--- src/rtl/bin_to_bcd_seq_pkg.sv ---
// Shared constants for the binary-to-BCD converter and the display path.
package bin_to_bcd_seq_pkg;

  typedef enum logic [1:0] {
    IDLE = 2'd0,
    CONV = 2'd1,
    DONE = 2'd2
  } state_e;

  localparam int         DEF_BIN_W  = 14;
  localparam int         DEF_DIGITS = 4;
  localparam logic [3:0] BCD_NINE   = 4'd9;

  // 10^n, used to size the largest representable value.
  function automatic longint unsigned pow10(input int n);
    longint unsigned r;
    r = 64'd1;
    for (int i = 0; i < n; i++) r = r * 64'd10;
    return r;
  endfunction

endpackage

--- src/rtl/bin_to_bcd_seq_add3.sv ---
// Double-dabble nibble correction: bump any digit >= 5 by 3 ahead of the shift.
module bcd_add3 (
  input  logic [3:0] nib_i,
  output logic [3:0] nib_o
);
  // 4-bit add; results stay within 8..12 so nothing carries out.
  assign nib_o = (nib_i >= 4'd5) ? nib_i + 4'd3 : nib_i;
endmodule

--- src/rtl/bin_to_bcd_seq.sv ---
// Sequential double-dabble: one add-3/shift iteration per clock, start/busy/done handshake.
module bin_to_bcd_seq
  import bin_to_bcd_seq_pkg::*;
#(
  parameter int BIN_W  = DEF_BIN_W,
  parameter int DIGITS = DEF_DIGITS
) (
  input  logic                  clk,
  input  logic                  rst,
  input  logic                  start,
  input  logic [BIN_W-1:0]      bin_in,
  output logic                  busy,
  output logic                  done,
  output logic [4*DIGITS-1:0]   bcd_out,
  output logic                  ovf
);

  localparam int              BCD_W    = 4 * DIGITS;
  localparam int              SR_W     = BCD_W + BIN_W;
  localparam int              CNT_W    = (BIN_W > 1) ? $clog2(BIN_W) : 1;
  localparam logic [CNT_W-1:0] CNT_LAST = CNT_W'(BIN_W - 1);
  localparam longint unsigned MAX_VAL  = pow10(DIGITS) - 64'd1;

  state_e             state_q, state_d;
  logic [CNT_W-1:0]   cnt_q, cnt_d;
  logic [SR_W-1:0]    sr_q, sr_d;
  logic               ovf_pend_q, ovf_pend_d;
  logic [BCD_W-1:0]   bcd_q, bcd_d;
  logic               ovf_q, ovf_d;
  logic               done_q, done_d;

  logic [DIGITS-1:0][3:0] nib_in, nib_out;
  logic [SR_W-1:0]        sr_adj, sr_shift;

  // Per-digit add-3 correction on the BCD field of the shift register.
  for (genvar g = 0; g < DIGITS; g++) begin : g_dig
    assign nib_in[g] = sr_q[BIN_W + 4*g +: 4];
    bcd_add3 u_add3 (.nib_i(nib_in[g]), .nib_o(nib_out[g]));
  end

  // The shift-out of the top nibble is dropped; overflow is handled by saturation.
  assign sr_adj   = {nib_out, sr_q[BIN_W-1:0]};
  assign sr_shift = sr_adj << 1;

  // Next-state, iteration and result-publish logic.
  always_comb begin
    state_d    = state_q;
    cnt_d      = cnt_q;
    sr_d       = sr_q;
    ovf_pend_d = ovf_pend_q;
    bcd_d      = bcd_q;
    ovf_d      = ovf_q;
    done_d     = 1'b0;
    case (state_q)
      IDLE: if (start) begin
        sr_d       = {{BCD_W{1'b0}}, bin_in};
        cnt_d      = '0;
        ovf_pend_d = (64'(bin_in) > MAX_VAL);
        state_d    = CONV;
      end
      CONV: begin
        sr_d  = sr_shift;
        cnt_d = cnt_q + CNT_W'(1);
        if (cnt_q == CNT_LAST) state_d = DONE;
      end
      DONE: begin
        bcd_d   = ovf_pend_q ? {DIGITS{BCD_NINE}} : sr_q[SR_W-1 -: BCD_W];
        ovf_d   = ovf_pend_q;
        done_d  = 1'b1;
        state_d = IDLE;
      end
      default: state_d = IDLE;
    endcase
  end

  // State and result registers; reset aborts any conversion in flight.
  always_ff @(posedge clk) begin
    if (rst) begin
      state_q    <= IDLE;
      cnt_q      <= '0;
      sr_q       <= '0;
      ovf_pend_q <= 1'b0;
      bcd_q      <= '0;
      ovf_q      <= 1'b0;
      done_q     <= 1'b0;
    end else begin
      state_q    <= state_d;
      cnt_q      <= cnt_d;
      sr_q       <= sr_d;
      ovf_pend_q <= ovf_pend_d;
      bcd_q      <= bcd_d;
      ovf_q      <= ovf_d;
      done_q     <= done_d;
    end
  end

  assign busy    = (state_q != IDLE);
  assign done    = done_q;
  assign bcd_out = bcd_q;
  assign ovf     = ovf_q;

endmodule

--- config.mk ---
export PLATFORM = sky130hd
export DESIGN_NAME = bin_to_bcd_seq
export DESIGN_NICKNAME = d
export VERILOG_FILES = /design/src/rtl/bin_to_bcd_seq_pkg.sv /design/src/rtl/bin_to_bcd_seq_add3.sv /design/src/rtl/bin_to_bcd_seq.sv
export SDC_FILE = /design/constraint.sdc
export NUM_CORES = 1
export LEC_CHECK = 0
export CAP_MARGIN = 20
export CORE_ASPECT_RATIO = 1.25
export CORE_MARGIN = 2
export CORE_UTILIZATION = 54
export CTS_BUF_LIST = sky130_fd_sc_hd__clkbuf_4 sky130_fd_sc_hd__clkbuf_8 sky130_fd_sc_hd__clkbuf_16
export DETAILED_ROUTE_END_ITERATION = 8
export GPL_TIMING_DRIVEN = 0
export PLACE_DENSITY_LB_ADDON = 0.2
export SKIP_CTS_REPAIR_TIMING = 1
export SYNTH_ARGS = -nofsm -noshare
export SYNTH_HDL_FRONTEND = slang
export SYNTH_SLANG_ARGS = --single-unit
export TNS_END_PERCENT = 50
--- constraint.sdc ---
create_clock -name clk -period 1.95 [get_ports clk]
set_input_delay 0.39 -clock clk [delete_from_list [all_inputs] [get_ports clk]]
set_output_delay 0.39 -clock clk [all_outputs]
set_load 0.01 [all_outputs]
==> reports/results.ini, run 1 <==
[finish]
nNetsFinal=386
n_antenna_cell=0
area_growth_pct=19.64
drive_above_1_share=0.08056
design_area_mm2=0.003087

[sta]
tightest_slew_ps=510.3
hold_viol_final=0
rsz0062_at_grt=false
fin_crit_ps=1737
slew_violations=0
setup_viol=0
fin_ws_ps=213.3
whs_ps=458.0
finClkSkew_ps=10.64
timing.fmax_ghz=0.5758
slew_headroom=0.6598
fin_crit_sh=0.8906

[floorplan]
die_x_um=65.83
die_area_mm2=0.005350
ioPinCount=36
num_rows=28
die_height_um=81.28
core_mm2=0.004659
start_util=0.5537

[yosys]
syn_inst=318
postSynthAreaPerCell_um2=8.113
synth_area_mm2=0.002580
ys_ff_latch=55
synth_edf_count=0
yosysTopAreaCell=dfxtp_1
async_reset_ff_frac=0
yosysUniqueCellTypes=36
synth_top_area_frac=0.4268
synth_area_leaders=dfxtp_1 43%, nor2_1 9.0%, nor3_1 6.4%
synth_warnings=0
synthFlopType=dfxtp_1
syn_nets=345
ys_seq_area_frac=0.4268

[global_routing]
grt_pass1_vias=2074
antenna_found_initial=0
grt_max_degree=18
overflow=0
grt_usage=0.2189
grt_pass1_wl_mm=9.114

[clock_tree]
clk_root_buffer_cell=clkbuf_8
h-tree-depth=2
cts_tree=built
numCtsBuffers=5
cts.clk_slew.worst_paths_ps=100
clock_sinks=55
cts_max_path_buffers=2
insertion_delay_ps=310

[route]
routedWlPerCell_um=13.06
drtIter0Drc=112
wl_met1_mm=2.382
drc_errors=0
wl_met3_um=181
vias=2229
highest_layer=met4
wl_met2_mm=2.808
drt-total-wl_mm=5.485
avgViaCountPerCell=5.307
antenna_left=0
dr.pass1.iters=4

[critical_path]
cpPeakStageDelay_ps=350
crit_chain=buf_4, or2_2, dlymetal6s2s_1
arrival_ps=1350
cp_num_cells=3
r2r_end=sr_q[20]
reg2reg_from=sr_q[19]
critPathSlowestCell=dfxtp_1
crit_family=buffers and inverters
r2r_cells=6
endpoint_kind=output pin
crit_required_ps=1560
startpoint_type=flip-flop
path_max_fanout=10
critical_path_buf_inv_count=2
r2r_slack_ps=430
worstSetupPathType=reg -> out

[pwr]
power.leakage_nw=1.211
power.density_mw_per_mm2=657.9
vdd_drop_max_mv=0.4498
p_total_w=0.002031

[outcome]
status=finished, final reports clean

[min_path]
holdCritStartpoint=bcd_out[1]
hp-class=reg -> reg
holdPathEnd=bcd_out[1]
hold_depth=2

[run]
cap_violations=0

[placement]
hpwl_mm=4.060
io_buffers=34
gp_congestion=0.8231
place_area_mm2=0.002995
dp_slack_ps=24.51

## kinds of logic after synthesis
group                    Yosys count  synth area share
flip-flops                        55            0.4268
XOR/XNOR                           7           0.02376
multiplexers                       5           0.01988
adder cells (fa/ha/maj)           10           0.04850
AND/OR/NAND/NOR                  153            0.2900
AO/OA/AOI/OAI                     57            0.1329
buffers and inverters             31           0.05819
## worst max-delay path by stage
| stage | startpoint | to |
|---|---|---|
| after detailed placement | start | sr_q[25] |
| after global routing | state_q[1] | busy |
| after floorplan | sr_q[19] | sr_q[20] |
| final | state_q[1] | busy |
| after global placement | start | sr_q[17] |
| after CTS | state_q[1] | busy |
## layout by cell type (no fill, tap or decap), types with 2 or more instances in the layout
master / instances
a21oi_1: 32
inv_1: 10
or3_1: 5
o21ai_0: 9
buf_4: 2
clkinvlp_4: 2
nor2b_1: 13
nor3_1: 33
clkbuf_8: 5
nor2_1: 62
xor2_1: 3
nand2_1: 11
buf_6: 2
clkdlybuf4s50_1: 33
dfxtp_1: 55
a22oi_1: 3
a22o_1: 11
ha_1: 10
buf_2: 9
nand3_1: 7
mux2i_1: 4
nand3b_1: 4
clkbuf_1: 8
nor2_2: 2
xnor2_1: 4
nand2b_1: 6
## flip-flops by register name, summed over array words and instances, names as in the netlist
| name | flops |
|---|---|
| ovf_pend_q | 1 |
| done | 1 |
| cnt_q | 4 |
| ovf | 1 |
| state_q | 2 |
| sr_q | 30 |
| bcd_out | 16 |
## through the flow
step	utilization	std cells	setup TNS [ps]
floorplan	-	318	0
global placement	0.6429	412	0
detailed placement	0.6429	412	0
CTS	0.6619	420	-102.8
global route	0.6625	420	0
finish	0.6625	420	0
## per-layer routing
layer | vias up | global-route usage
met1 | 1033 | 0.2544
met5 | - | 0
met3 | 9 | 0.03324
met4 | 0 | 0.08750
met2 | 37 | 0.3980
li1 | 1150 | -
## synth_stat cells (3+ instances only)
master / n
inv_1: 10
a22o_1: 11
ha_1: 10
nand3_1: 7
or3_1: 5
dfxtp_1: 55
clkbuf_1: 8
a22oi_1: 3
nor3_1: 33
xor2_1: 3
nand3b_1: 4
o21ai_0: 9
a21oi_1: 32
nor2_1: 62
xnor2_1: 4
nor2b_1: 13
nand2_1: 11
buf_2: 9
nand2b_1: 6
mux2i_1: 4
## where the power goes
group	total, W	switching, W	internal, W
Clock	0.000640	0.000389	0.000251
Combinational	0.000218	0.000121	0.0000965
Sequential	0.00117	0.0000195	0.00115
Total	0.00203	0.000529	0.00150
## tightest hold or removal path: cells and delay by family, from the launching register on
| family | cells | cell delay [ps] |
|---|---|---|
| flops | 1 | 320 |
| simple gates | 1 | 50 |
| compound gates | 1 | 50 |
## final cells by class
class,count,area (µm²)
fillers,428,1573
multi-input cells,232,1329
flip-flops and latches,55,1101
repair buffers,34,342.8
plain buffers,21,112.6
well taps,60,75.07
clock buffers,5,68.82
inverters,10,37.54
clock inverters,3,20.02
Power figures use the tool's default switching activity.
==> inputs of run 2 (changes only) <==
RECOVER_POWER = 100   (was unset)
SLEW_MARGIN = 10   (was unset)
==> run 2 against run 1 <==
Effect of this change: clock power down 0.6%; sequential power barely moved; global-route usage is the same; die area is the same; largest cell class unchanged.
==> reports/results.ini, run 2 (same netlist as run 1, synthesis figures left out) <==
[clock_tree]
insertion_delay_ps=310  ; about the same
clk_root_buffer_cell=clkbuf_8
clock_sinks=55  ; unchanged
cts_max_path_buffers=2  ; unchanged
cts.clk_slew.worst_paths_ps=100  ; about the same
cts_tree=built
numCtsBuffers=5  ; unchanged
h-tree-depth=2  ; unchanged

[finish]
fill_cells=430  ; +0.47%
largest_reg_flops=30  ; unchanged
drive_above_1_share=0.06389  ; -0.01667
area_growth_pct=18.91
n_antenna_cell=0  ; unchanged
design_area_mm2=0.003068  ; -0.61%
final_common_cell=nor2_1
layout_common_cells=64 x nor2_1, 55 x dfxtp_1, 33 x nor3_1
nNetsFinal=386  ; unchanged
multiInputGateArea_mm2=0.001324  ; -0.38%
regArea_mm2=0.001101  ; unchanged
regMostFlops=sr_q

[critical_path]
reg2reg_from=state_q[0]
worstSetupPathType=reg -> out
r2r_cells=6  ; unchanged
crit_required_ps=1560  ; about the same
endpoint_kind=output pin
path_max_fanout=10  ; unchanged
r2r_slack_ps=260  ; -170 ps
r2r_end=bcd_out[2]
startpoint_type=flip-flop
arrival_ps=1380  ; +30 ps

[floorplan]
die_x_um=65.83  ; unchanged
die_area_mm2=0.005350  ; unchanged
core_mm2=0.004659  ; unchanged
start_util=0.5537  ; unchanged
num_rows=28  ; unchanged
ioPinCount=36  ; unchanged
die_height_um=81.28  ; unchanged

[route]
drt-total-wl_mm=5.493  ; +0.15%
avgViaCountPerCell=5.381  ; +1.4%
routedWlPerCell_um=13.08  ; +0.15%
vias=2260  ; +1.4%
drc_errors=0  ; unchanged
dr.pass1.iters=4  ; unchanged
antenna_left=0  ; unchanged
drtIter0Drc=98  ; -13%

[placement]
io_buffers=34  ; unchanged
gp_congestion=0.8231  ; unchanged
place_area_mm2=0.002995  ; unchanged
hpwl_mm=4.060  ; unchanged
dp_slack_ps=24.51  ; unchanged

[pwr]
power.leakage_nw=1.260  ; +4.1%
vdd_drop_max_mv=0.4466  ; -0.71%
power.density_mw_per_mm2=659.9  ; +0.31%

[global_routing]
grt_max_degree=18  ; unchanged
grt_pass1_vias=2074  ; unchanged
overflow=0  ; unchanged
grt_pass1_wl_mm=9.114  ; unchanged
grt_usage=0.2189  ; unchanged
antenna_found_initial=0  ; unchanged

[min_path]
hp-class=reg -> reg
holdCritStartpoint=bcd_out[13]
holdPathEnd=bcd_out[13]
hold_depth=2  ; unchanged

[sta]
finClkSkew_ps=9.004  ; -1.641 ps
rsz0062_at_grt=false
tightest_slew_ps=505.0  ; -5.263 ps
slew_headroom=0.6633  ; +0.003509
fin_ws_ps=177.1  ; -36.23 ps
setup_viol=0  ; unchanged
timing.fmax_ghz=0.5640  ; -2.0%
hold_viol_final=0  ; unchanged
slew_violations=0  ; unchanged
fin_crit_sh=0.9092  ; +0.01858
fin_crit_ps=1773  ; +36.23 ps

[outcome]
status=finished, final reports clean

[run]
cap_violations=0  ; unchanged

==> run 2: changes by cell type in the layout (fill, tap and decap cells not counted) <==
| cell | change |
|---|---|
| dlygate4sd3_1 | +19 |
| clkbuf_1 | +4 |
| buf_4 | -1 |
| nor2_1 | +2 |
| clkdlybuf4s50_1 | -19 |
| or2_1 | -1 |
| buf_2 | -4 |
| buf_6 | -1 |
| clkbuf_2 | +2 |
| nor2_2 | -2 |
| or2_0 | +1 |
==> run 2: through the flow <==
stage	hold slack [ps]	total power (W)	utilization	TNS, ps	std cells
finish	454.7	0.002025	0.6584	0	420
CTS	460.8	0.002044	0.6619	-102.8	420
floorplan	449.1	0.001338	-	0	318
global placement	439.9	0.001413	0.6429	0	412
global route	481.0	0.002113	0.6584	0	420
detailed placement	447.6	0.001417	0.6429	0	412
==> run 2: final cells by class <==
type	instances	share of cell area
clock inverters	3	0.006525
flip-flops and latches	55	0.3589
plain buffers	21	0.03222
repair buffers	34	0.1117
inverters	10	0.01223
well taps	60	0.02447
multi-input cells	232	0.4315
clock buffers	5	0.02243
==> run 2: power by group <==
group | internal [W] | switching, W
clock | 0.000251 | 0.000385
sequential | 0.00115 | 0.0000194
combinational | 0.0000947 | 0.000121
total | 0.00150 | 0.000525
==> run 2: worst max path at each step <==
stage | cells past startpoint | slack, ps | endpoint | startpoint
floorplan | 6 | 600 | sr_q[20] | sr_q[19]
global placement | 6 | 50 | sr_q[17] | start
detailed placement | 6 | 20 | sr_q[25] | start
CTS | 3 | -100 | busy | state_q[1]
global route | 6 | 80 | bcd_out[9] | state_q[0]
finish | 3 | 180 | busy | state_q[1]
==> run 2: layer usage <==
| layer | wire (µm) | global-route usage | vias up |
|---|---|---|---|
| li1 | - | - | 1155 |
| met4 | 125 | 0.08750 | 0 |
| met3 | 163 | 0.03324 | 10 |
| met2 | 2827 | 0.3980 | 41 |
| met1 | 2376 | 0.2544 | 1054 |
| met5 | 0 | 0 | - |
==> run 2: critical path, cell delays in order, from the launching register on <==
cell and delay (ps):
dfxtp_1 350, clkbuf_2 210, or2_2 340, dlymetal6s2s_1 170
==> inputs of run 3 (changes only) <==
CELL_PAD_IN_SITES_DETAIL_PLACEMENT = 1   (was unset)
CELL_PAD_IN_SITES_GLOBAL_PLACEMENT = 1   (was unset)
CORE_UTILIZATION = 40   (was 54)
==> run 3 against run 2 <==
Effect of this change: sequential power is essentially flat; critical path depth unchanged; cell count rose by 6.0%; power grew 8.4%; first-iteration DRC count grew 6.1%; clock power rose by 26%; die area is 33% higher; worst hold slack worse by 2.8 ps; sequential share of layout area is 0.73 points lower; clock skew decreased by 2.0 ps; sequential cell count did not move; core utilization is 15 points lower; critical endpoint unchanged; largest power group unchanged; highest routed layer unchanged.
==> reports/results.ini, run 3 (same netlist as run 1, synthesis figures left out) <==
[floorplan]
die_area_mm2=0.007112  ; +33%
die_height_um=93.79  ; +15%
ioPinCount=36  ; unchanged
die_x_um=75.83  ; +15%
start_util=0.4157  ; -0.1380
num_rows=32  ; +14%
core_mm2=0.006206  ; +33%

[route]
drc_errors=0  ; unchanged
dr.pass1.iters=4  ; unchanged
avgViaCountPerCell=5.160  ; -4.1%
vias=2296  ; +1.6%
antenna_left=0  ; unchanged
drt-total-wl_mm=6.499  ; +18%
drtIter0Drc=104  ; +6.1%
routedWlPerCell_um=14.60  ; +12%

[finish]
nNetsFinal=386  ; unchanged
regMostFlops=sr_q
drive_above_1_share=0.06944  ; +0.005556
area_growth_pct=21.39
fill_cells=788  ; +83%
n_antenna_cell=0  ; unchanged
finalCoreUtilization=0.5046  ; -0.1538
final_common_cell=nor2_1
largest_reg_flops=30  ; unchanged
layout_common_cells=63 x nor2_1, 55 x dfxtp_1, 33 x nor3_1

[sta]
finClkSkew_ps=7.021  ; -1.983 ps
slew_violations=0  ; unchanged
tightest_slew_ps=610.6  ; +105.5 ps
slew_headroom=0.5930  ; -0.07035
fin_crit_ps=1784  ; +10.59 ps
fin_ws_ps=166.5  ; -10.59 ps
hold_viol_final=0  ; unchanged
fin_crit_sh=0.9146  ; +0.005431
setup_viol=0  ; unchanged
whs_ps=451.9  ; -2.773 ps
timing.fmax_ghz=0.5607  ; -0.59%
rsz0062_at_grt=false
tns_ps=0  ; unchanged

[global_routing]
antenna_found_initial=0  ; unchanged
overflow=0  ; unchanged
grt_usage=0.2027  ; -0.01618
grt_pass1_vias=2352  ; +13%
grt_pass1_wl_mm=10.98  ; +21%
grt_max_degree=17  ; -1

[critical_path]
arrival_ps=1390  ; about the same
worstSetupPathType=reg -> out
crit_start=state_q[1]
startpoint_type=flip-flop
reg2reg_from=state_q[0]
path_max_fanout=10  ; unchanged
crit_end=busy
r2r_end=bcd_out[2]
endpoint_kind=output pin
r2r_slack_ps=270  ; about the same
crit_required_ps=1560  ; about the same
r2r_cells=6  ; unchanged

[clock_tree]
clk_root_buffer_cell=clkbuf_8
numCtsBuffers=5  ; unchanged
cts_tree=built
cts_max_path_buffers=2  ; unchanged
cts.clk_slew.worst_paths_ps=90  ; about the same
insertion_delay_ps=310  ; about the same
h-tree-depth=2  ; unchanged
clock_sinks=55  ; unchanged

[pwr]
pwr-share-clk=0.364  ; +0.050
power.density_mw_per_mm2=700.8  ; +6.2%
power.leakage_nw=1.286  ; +2.1%
p_sw_w=0.0005296  ; +0.87%
seqPwrFrac=0.535  ; -0.045
p_comb_frac=0.101  ; -0.006
p_int_w=0.001665  ; +11%
sw_frac_of_total=0.2413  ; -0.01804
vdd_drop_max_mv=0.3926  ; -12%
p_total_w=0.002195  ; +8.4%

[placement]
io_buffers=34  ; unchanged
gp_congestion=0.7846  ; -4.7%
hpwl_mm=4.841  ; +19%
dp_slack_ps=30.09  ; +5.582 ps

[min_path]
hp-class=reg -> reg

[outcome]
status=finished, final reports clean

[run]
cap_violations=0  ; unchanged

[run 3: cell count changes in the layout (fill, tap and decap cells not counted), sizes merged]
cell	change
dlygate4sd3	+1
clkdlybuf4s50	-1
bufinv	+1
clkbuf	+1
clkinvlp	-2
[run 3: area by class of cell]
type	count	area, µm²	area share
Sequential cell	55	1101	0.3516
Timing Repair Buffer	34	342.8	0.1095
Clock buffer	6	82.58	0.02637
Multi-Input combinational cell	232	1326	0.4235
Clock inverter	2	35.03	0.01119
Buffer	21	100.1	0.03196
Inverter	10	37.54	0.01199
Tap cell	85	106.4	0.03396
[run 3: layer usage]
layer,global-route usage,vias to the layer above,share of wire
met2,0.3721,35,0.54
met3,0.03541,8,0.027
met4,0.06287,0,0.017
li1,-,1154,-
met5,0,-,0
met1,0.2289,1099,0.42
[run 3: through the flow]
| stage | cell area, µm² | instances |
|---|---|---|
| after detailed placement | 3027 | 437 |
| after global routing | 3132 | 445 |
| after CTS | 3144 | 445 |
| final | 3132 | 445 |
| after floorplan | 2580 | 318 |
| after global placement | 3027 | 437 |
[run 3: worst max-delay path, cell delays in order, from the launching register on]
cell	delay [ps]
dfxtp_1	360
clkbuf_2	210
or2_2	350
dlymetal6s2s_1	180
[run 3: power groups by stage]
stage	registers (W)	logic [W]	clock network, W
floorplan	0.00119	0.000144	0
global route	0.00118	0.000249	0.000862
global placement	0.00120	0.000219	0
finish	0.00117	0.000222	0.000799
detailed placement	0.00120	0.000226	0
CTS	0.00117	0.000227	0.000824
[run 3: worst min-delay path by stage]
stage                       end        start  cells past startpoint
floorplan              sr_q[27]     sr_q[27]                      1
global placement     bcd_out[9]   bcd_out[9]                      2
detailed placement  bcd_out[14]  bcd_out[14]                      2
CTS                 bcd_out[14]  bcd_out[14]                      2
global route        bcd_out[14]  bcd_out[14]                      2
finish              bcd_out[14]  bcd_out[14]                      2
